[src/rtl/mul_div_seq.sv]
// mul_div_seq: iterative signed Booth multiply / restoring divide, one bit per clock.
// Define UNSIGNED_OP_EN to add the is_unsigned operand-mode input.
module mul_div_seq #(
    parameter int WIDTH = 32
) (
    input  logic             clk,
    input  logic             clr_n,
    input  logic             start,
    input  logic             op_div,
`ifdef UNSIGNED_OP_EN
    input  logic             is_unsigned,
`endif
    input  logic [WIDTH-1:0] a,
    input  logic [WIDTH-1:0] b,
    output logic             busy,
    output logic             done,
    output logic             div_by_zero,
    output logic [WIDTH-1:0] z_hi,
    output logic [WIDTH-1:0] z_lo
);
    localparam int CW = $clog2(WIDTH);
    localparam logic [CW-1:0] LAST = CW'(WIDTH - 1);
    typedef enum logic [1:0] {IDLE, RUN, FIX, DONE} state_t;
    state_t state, state_nx;
    logic accept, uns, a_neg, b_neg;
    logic [WIDTH-1:0] a_mag, b_mag;
    logic [CW-1:0] cnt;
    logic [WIDTH+1:0] hi, mext, sum;
    logic [WIDTH-1:0] lo, rsub;
    logic [WIDTH:0] m, rq;
    logic qm1, div_r, neg_q, neg_r, dz, corr, ge;
`ifdef UNSIGNED_OP_EN
    assign uns = is_unsigned;
`else
    assign uns = 1'b0;
`endif
    always_comb begin
        accept   = start && (state == IDLE || state == DONE);
        state_nx = accept ? RUN :
                   state == RUN ? (cnt == LAST ? FIX : RUN) :
                   state == FIX ? DONE : IDLE;
    end
    assign busy = state == RUN || state == FIX;
    assign done = state == DONE;
    always_comb begin
        a_neg = a[WIDTH-1] & ~uns;
        b_neg = b[WIDTH-1] & ~uns;
        a_mag = a_neg ? -a : a;
        b_mag = b_neg ? -b : b;
        mext  = {m[WIDTH], m};
        sum   = {lo[0], qm1} == 2'b01 ? hi + mext :
                {lo[0], qm1} == 2'b10 ? hi - mext : hi;
        rq    = {hi[WIDTH-1:0], lo[WIDTH-1]};
        ge    = rq >= {1'b0, m[WIDTH-1:0]};
        rsub  = rq[WIDTH-1:0] - m[WIDTH-1:0];
    end
    always_ff @(posedge clk or negedge clr_n) begin
        if (!clr_n) state <= IDLE;
        else        state <= state_nx;
    end
    // hi is widened by two bits so Booth add/subtract of a most-negative multiplicand cannot overflow
    always_ff @(posedge clk or negedge clr_n) begin
        if (!clr_n) begin
            cnt         <= '0;
            hi          <= '0;
            lo          <= '0;
            m           <= '0;
            qm1         <= 1'b0;
            div_r       <= 1'b0;
            neg_q       <= 1'b0;
            neg_r       <= 1'b0;
            dz          <= 1'b0;
            corr        <= 1'b0;
            z_hi        <= '0;
            z_lo        <= '0;
            div_by_zero <= 1'b0;
        end else if (accept) begin
            cnt   <= '0;
            hi    <= '0;
            qm1   <= 1'b0;
            div_r <= op_div;
            neg_q <= a_neg ^ b_neg;
            neg_r <= a_neg;
            dz    <= b == '0;
            corr  <= uns & b[WIDTH-1] & ~op_div;
            lo    <= op_div ? a_mag : b;
            m     <= op_div ? {1'b0, b_mag} : {a[WIDTH-1] & ~uns, a};
        end else if (state == RUN) begin
            cnt <= cnt + 1'b1;
            if (div_r) begin
                hi <= {2'b00, ge ? rsub : rq[WIDTH-1:0]};
                lo <= {lo[WIDTH-2:0], ge};
            end else begin
                hi  <= {sum[WIDTH+1], sum[WIDTH+1:1]};
                lo  <= {sum[0], lo[WIDTH-1:1]};
                qm1 <= lo[0];
            end
        end else if (state == FIX) begin
            // unsigned multiplier with MSB set was iterated as negative; add a<<WIDTH back
            z_hi        <= div_r ? (neg_r ? -hi[WIDTH-1:0] : hi[WIDTH-1:0]) :
                           hi[WIDTH-1:0] + (corr ? m[WIDTH-1:0] : '0);
            z_lo        <= div_r ? (dz ? '1 : neg_q ? -lo : lo) : lo;
            div_by_zero <= div_r & dz;
        end
    end
endmodule
[config.mk]
export PLATFORM = sky130hd
export DESIGN_NAME = mul_div_seq
export DESIGN_NICKNAME = d
export VERILOG_FILES = /design/src/rtl/mul_div_seq.sv
export SDC_FILE = /design/constraint.sdc
export NUM_CORES = 1
export LEC_CHECK = 0
export CAP_MARGIN = 5
export CORE_ASPECT_RATIO = 0.9
export CORE_UTILIZATION = 50
export DETAILED_ROUTE_END_ITERATION = 16
export HOLD_SLACK_MARGIN = 0.15
export MAX_ROUTING_LAYER = met4
export PLACE_DENSITY_LB_ADDON = 0.12
export SYNTH_ARGS = -nofsm -noshare
export SYNTH_HDL_FRONTEND = slang
export SYNTH_SLANG_ARGS = --single-unit
[constraint.sdc]
create_clock -name clk -period 4.4 [get_ports clk]
set_input_delay 0.44 -clock clk [delete_from_list [all_inputs] [get_ports clk]]
set_output_delay 0.44 -clock clk [all_outputs]
set_load 0.01 [all_outputs]
# Yosys cells after proc, flatten, opt, wreduce, memory -nomap -nowiden
# Cells that the tools add are included.
dict set report totals {
  input_bits 68
  ram_bits 0
  out_inout_bits 67
  ff_bits 176
  latch_bits 0
  mem_bits_ro 0
  mem_count 0
}
dict set report op_classes {
  multipliers 0
  n_addsub 8
  n_div 0
  n_mux 27
  reduce_logical 8
  eq_ne 7
  magnitude_cmp 1
  n_shift 0
  n_bitwise 4
}
# operator count
set op_table {}
lappend op_table {{32-bit two-way mux} 12}
lappend op_table {{34-bit two-way mux} 5}
lappend op_table {{32-bit negator} 4}
lappend op_table {{34-bit adder} 1}
lappend op_table {{34-bit subtractor} 1}
lappend op_table {{33-bit by 32-bit >= comparator with 1-bit output} 1}
lappend op_table {{33-bit two-way mux} 1}
lappend op_table {{32-bit zero test} 1}
lappend op_table {{32-bit subtractor} 1}
lappend op_table {{5-bit two-way mux} 2}
lappend op_table {{2-bit two-way mux} 4}
lappend op_table {{2-bit == test (second input constant)} 3}
lappend op_table {{5-bit by 1-bit adder with 5-bit output (second input constant)} 1}
lappend op_table {{5-bit == test (second input constant)} 1}
lappend op_table {{2-bit by 1-bit == test with 1-bit output (second input constant)} 2}
lappend op_table {{1-bit two-way mux} 3}
lappend op_table {{3-bit AND reduction} 1}
lappend op_table {{2-bit zero test} 1}
lappend op_table {{1-bit logical OR} 2}
lappend op_table {{2-bit != test (second input constant)} 1}
lappend op_table {{1-bit inverter} 2}
lappend op_table {{2-bit AND reduction} 1}
lappend op_table {{2-bit nonzero test} 1}
lappend op_table {{1-bit bitwise AND} 1}
lappend op_table {{other kinds (2)} 2}

# Logic depth before layout (Yosys ltp)
dict set report logic_depth {
  ltp_word 6
  ltp_mapped 14
}

# Least setup slack after synthesis
# Ideal clock, no wire load.
dict set report synth_timing {
  path_type {flip-flop to flip-flop}
  startpoint {reg lo[31]}
  endpoint {reg hi[30]}
  setup_slack_ns 1.062
  path_stages_with_launch 14
  arrival_ns 3.207
  required_time_ns 4.268
  setup_ns 0.132
  path_cell_list {dfrtp_1 -> inv_1 -> ha_1 -> inv_1 -> fa_1 -> a21o_1 -> a221oi_1 -> a21oi_2 -> a311oi_2 -> o31ai_1 -> a221oi_1 -> mux2_2 -> a211oi_1 -> o31ai_1}
}
dict set report synth_between {
  elab_chain_cells 5
  elab_cells_between_ends 6
  classes_between {1 x add/sub; 1 x order compare; 4 x mux}
}
# element line_no
set synth_rtl {}
lappend synth_rtl {{from (decl)} 29} ;# logic [WIDTH-1:0] lo, rsub;
lappend synth_rtl {{from (signal assigned)} 86} ;# lo <= op_div ? a_mag : b;
lappend synth_rtl {{from (signal assigned)} 92} ;# lo <= {lo[WIDTH-2:0], ge};
lappend synth_rtl {{from (signal assigned)} 95} ;# lo <= {sum[0], lo[WIDTH-1:1]};
lappend synth_rtl {{32-bit subtractor / 33-bit by 32-bit >= comparator with 1-bit output (equally long branches)} {55, 54}}
lappend synth_rtl {{32-bit two-way mux *} 91} ;# hi <= {2'b00, ge ? rsub : rq[WIDTH-1:0]};
lappend synth_rtl {{34-bit two-way mux *} 90} ;# if (div_r) begin
lappend synth_rtl {{34-bit two-way mux *} 88} ;# end else if (state == RUN) begin
lappend synth_rtl {{34-bit two-way mux *} 77} ;# end else if (accept) begin
lappend synth_rtl {{to (signal assigned)} 91}
lappend synth_rtl {{to (signal assigned)} 94} ;# hi <= {sum[WIDTH+1], sum[WIDTH+1:1]};
lappend synth_rtl {{to (decl)} 28} ;# logic [WIDTH+1:0] hi, mext, sum;
# Mark *: on every way between the ends. The rest lies on a longest branch, timed or not. The select of a mux whose other input is x is not followed.
# A chain may end at the register's enable or synchronous reset.

# Final worst setup path
dict set report layout_timing {
  startpoint {reg hi[1]}
  endpoint {reg hi[24]}
}
dict set report layout_between {
  elab_chain_cells 6
  elab_cells_between_ends 10
  classes_between {3 x add/sub; 1 x order compare; 6 x mux}
}
# element line_no
set layout_rtl {}
lappend layout_rtl {{34-bit subtractor} 52} ;# {lo[0], qm1} == 2'b10 ? hi - mext : hi;
lappend layout_rtl {{34-bit two-way mux} 52}
lappend layout_rtl {{34-bit two-way mux} 51} ;# sum = {lo[0], qm1} == 2'b01 ? hi + mext :
lappend layout_rtl {{34-bit two-way mux *} 90}
lappend layout_rtl {{34-bit two-way mux *} 88}
lappend layout_rtl {{34-bit two-way mux *} 77}
# Marks and branches as above.

==> impl_metrics.sql <==
INSERT INTO impl_metrics (metric_group, metric, value, unit) VALUES
('placement', 'finalWeightedCongestion', '1.011', ''),
('logic_synthesis', 'yosys_warnings', '0', ''),
('detailed_routing', 'firstDrtPassIters', '5', ''),
('detailed_routing', 'wl', '63100', 'µm'),
('finish', 'final_core_utilization', '58.05', '%'),
('sta', 'fin_tns_setup', '0', 'ns'),
('global_routing', 'gr-usage-all-layers', '37.54', '%'),
('setup_path', 'crit_path_start', 'hi[1]', ''),
('floorplanning', 'die_x', '195.7', 'µm'),
('pwr', 'p_leak', '0.008227', 'µW'),
('setup_path', 'regToRegStartpoint', 'hi[1]', ''),
('clock_tree', 'clock_tree.buffer_depth', '2', ''),
('sta', 'final.min_clock_period', '3.759', 'ns'),
('clock_tree', 'count_of_h_tree_levels_built_during_cts', '4', ''),
('pwr', 'power.ir.vdd_worst', '487.2', 'µV'),
('clock_tree', 'cts_tree', 'yes', ''),
('job', 'cap_viol_max_count', '0', ''),
('setup_path', 'max_stage_delay', '0.72', 'ns'),
('logic_synthesis', 'yosys-top-cells-count', 'nand2_1 (235), nor2_1 (201), a21oi_1 (195)', ''),
('clock_tree', 'numCtsBuffers', '17', ''),
('placement', 'port_buffers', '134', ''),
('logic_synthesis', 'post_synthesis_async_set_or_reset_flop_share', '100.0', '%'),
('global_routing', 'grt_first_pass_wirelength', '95850', 'µm'),
('setup_path', 'worst_ep_required_time', '4.80', 'ns'),
('clock_tree', 'cts.clk_slew.worst_paths', '0.08', 'ns'),
('floorplanning', 'row_count', '63', ''),
('logic_synthesis', 'synth.yosys.seq_area_share', '25.94', '%'),
('logic_synthesis', 'ys.flop_type', 'dfrtp_1', ''),
('floorplanning', 'die_h', '176.3', 'µm'),
('sta', 'maxClockFrequency', '266.0', 'MHz'),
('logic_synthesis', 'synth.cell_area', '16880', 'µm²'),
('logic_synthesis', 'synth_edf_count', '0', ''),
('logic_synthesis', 'synth_top_cell_area_share', '25.94', '%'),
('setup_path', 'crit_chain', 'buf_4 -> ha_1 -> nor2b_1 -> o311ai_1 -> a211oi_1 -> o311ai_0 -> buf_4 -> nand2_1 -> a21boi_1 -> xnor2_1 -> a221oi_1 -> a221o_1', ''),
('logic_synthesis', 'yosys_register_bits', '175', ''),
('sta', 'worst_clock_skew', '0.01697', 'ns'),
('finish', 'nets', '2423', ''),
('detailed_routing', 'detailed_route_via_count', '17440', ''),
('logic_synthesis', 'post_synth_main_area_contributors', 'dfrtp_1 (26%), ha_1 (8.1%), a21oi_1 (5.8%)', ''),
('global_routing', 'pin_count_of_the_biggest_net_entering_global_routing', '125', ''),
('detailed_routing', 'drc_errors', '0', ''),
('clock_tree', 'clk-insertion-delay-late', '0.46', 'ns'),
('logic_synthesis', 'synthCells', '2193', ''),
('global_routing', 'grt_overflow', '0', ''),
('sta', 'final_hold_violating_endpoints', '0', ''),
('logic_synthesis', 'most_frequently_used_cell_type_in_the_post_synthesis_netlist', 'nand2_1', ''),
('logic_synthesis', 'syn-mean-instance-area', '7.698', 'µm²'),
('outcome', 'run_status', 'finished clean', ''),
('setup_path', 'timing.critical_path.slowest_stage_cell', 'o311ai_1', ''),
('detailed_routing', 'routed_wire_length_per_instance', '23.56', 'µm'),
('floorplanning', 'die_area', '34500', 'µm²'),
('logic_synthesis', 'synth.net_count', '2373', ''),
('finish', 'syn2layout_area_growth', '13.84', '%'),
('floorplanning', 'design.portCount', '135', ''),
('finish', 'fillerInstances', '3150', ''),
('detailed_routing', 'postRouteAntennaNets', '0', ''),
('setup_path', 'critical_path.most_common_cell', 'buf_4', ''),
('logic_synthesis', 'synthDominantAreaCellType', 'dfrtp_1', ''),
('placement', 'dpl.hpwl', '47660', 'µm'),
('clock_tree', 'ctsRootBufferMaster', 'clkbuf_16', ''),
('pwr', 'power_density', '982.8', 'nW/µm²'),
('detailed_routing', 'viasPerCell', '6.513', ''),
('sta', 'max-slew-margin-rel', '25.07', '%'),
('hold_path', 'hold_start', 'div_by_zero', ''),
('setup_path', 'critPathArrivalTime', '4.16', 'ns'),
('sta', 'worstMarginPinSlew', '1.124', 'ns'),
('sta', 'post-route-period-util', '85.44', '%'),
('setup_path', 'cp-start-kind', 'flip-flop', ''),
('sta', 'final-setup-viol-count', '0', ''),
('detailed_routing', 'first_iter_violations', '2123', ''),
('logic_synthesis', 'yosys.cell_types.count', '83', '');
[routing by layer]
metal / global-route usage, % / part of all wire, % / routed length, µm
met1: 54.61 / 46 / 29220
met2: 52.66 / 42 / 26200
met3: 6.819 / 9.4 / 5954
met4: 10.84 / 2.7 / 1721
met5: - / 0 / 0
[flip-flops by register name, summed over array words and instances, names as in the netlist]
| name | flops |
|---|---|
| hi | 33 |
| m | 33 |
| lo | 32 |
| z_hi | 32 |
| z_lo | 32 |
| cnt | 5 |
| state | 2 |
| div_by_zero | 1 |
| div_r | 1 |
| dz | 1 |
| neg_q | 1 |
| neg_r | 1 |
| qm1 | 1 |
[worst max-delay path, delay by kind of cell (launching register included)]
family / cells / cell delay [ns]
simple gates: 2 / 0.15
buf+inv: 2 / 0.41
fa+ha+maj: 1 / 0.30
flops: 1 / 0.38
xor+xnor: 1 / 0.11
compound gates: 6 / 2.34
[cells in the final DEF, fill, tap and decap left out, types with 16 or more instances in the layout]
cell | Yosys | routed
nor3_1 | 31 | 31
o21ai_1 | 22 | 22
o21ai_0 | 183 | 183
xor2_1 | 94 | 94
o211ai_1 | 74 | 74
nand2b_1 | 19 | 19
clkdlybuf4s50_1 | 0 | 132
nor2b_1 | 18 | 18
nor2_1 | 201 | 200
or3_1 | 16 | 16
o221ai_1 | 17 | 17
buf_4 | 0 | 47
a31oi_1 | 31 | 31
ha_1 | 109 | 107
mux2i_1 | 44 | 44
xnor2_1 | 76 | 76
a21oi_1 | 195 | 195
nand2_1 | 235 | 234
nand3_1 | 38 | 38
nor4_1 | 22 | 22
a211oi_1 | 20 | 20
nand4_1 | 18 | 18
a21o_1 | 38 | 38
o31ai_1 | 38 | 38
clkbuf_16 | 0 | 17
and3_1 | 19 | 19
dfrtp_1 | 175 | 174
inv_1 | 90 | 90
[report_power, final]
part	internal (µW)	leakage (µW)	total, µW	switching (µW)
Combinational	5350	0.00571	14000	8630
Clock	820	0.000300	1610	789
Sequential	2290	0.00222	3300	1010
[worst paths after layout]
path | slack (ns) | depth (start not counted) | to
worst max-delay path | 0.64 | 12 | hi[24]
worst min-delay path | 0.49 | 2 | div_by_zero
worst max register to register | 0.64 | 12 | hi[24]
worst min register to register | 0.49 | 2 | div_by_zero
max in group asynchronous | 2.73 | 3 | lo[23]
min in group asynchronous | 0.66 | 2 | hi[27]
[layout make-up]
cell class / instances / area (µm²) / area share [%]
Clock inverter: 15 / 191.4 / 0.9962
Sequential cell: 175 / 4380 / 22.79
Tap cell: 422 / 528.0 / 2.748
Clock buffer: 17 / 425.4 / 2.214
Timing Repair Buffer: 184 / 1755 / 9.135
Inverter: 90 / 337.8 / 1.758
Multi-Input combinational cell: 1775 / 11600 / 60.36
[logic make-up after synthesis]
logic type                 Yosys count  synth area share [%]
DFF                                175                 25.94
AOI/OAI and AO/OA                  760                 29.02
muxes                               56                 3.409
xor gates and xnor gates           170                 8.820
adders and majority gates          112                 8.435
and+or+nand+nor                    677                 18.87
buffers and inverters              243                 5.507
[metrics by stage]
stage / std cells / power (µW) / hold WS (ns) / instance area, µm² / setup slack (ns)
after detailed placement: 2645 / 16740 / 0.4797 / 18590 / 0.7361
after CTS: 2678 / 18450 / 0.4977 / 19220 / 0.7190
final: 2678 / 18890 / 0.4942 / 19220 / 0.6408
after floorplan: 2193 / 12470 / 0.1444 / 16880 / 1.062
after global routing: 2678 / 20120 / 0.5239 / 19220 / 0.3795
after global placement: 2645 / 16670 / 0.4745 / 18590 / 0.8104
[what timing repair did]
item | 4_1_cts | 5_1_grt
hold endpoints to repair | 6 | 0
buffers inserted | 0 | 0
hold buffers | 1 | 0
endpoints found under the setup margin | 0 | 0
(Power assumes the default switching activity.)
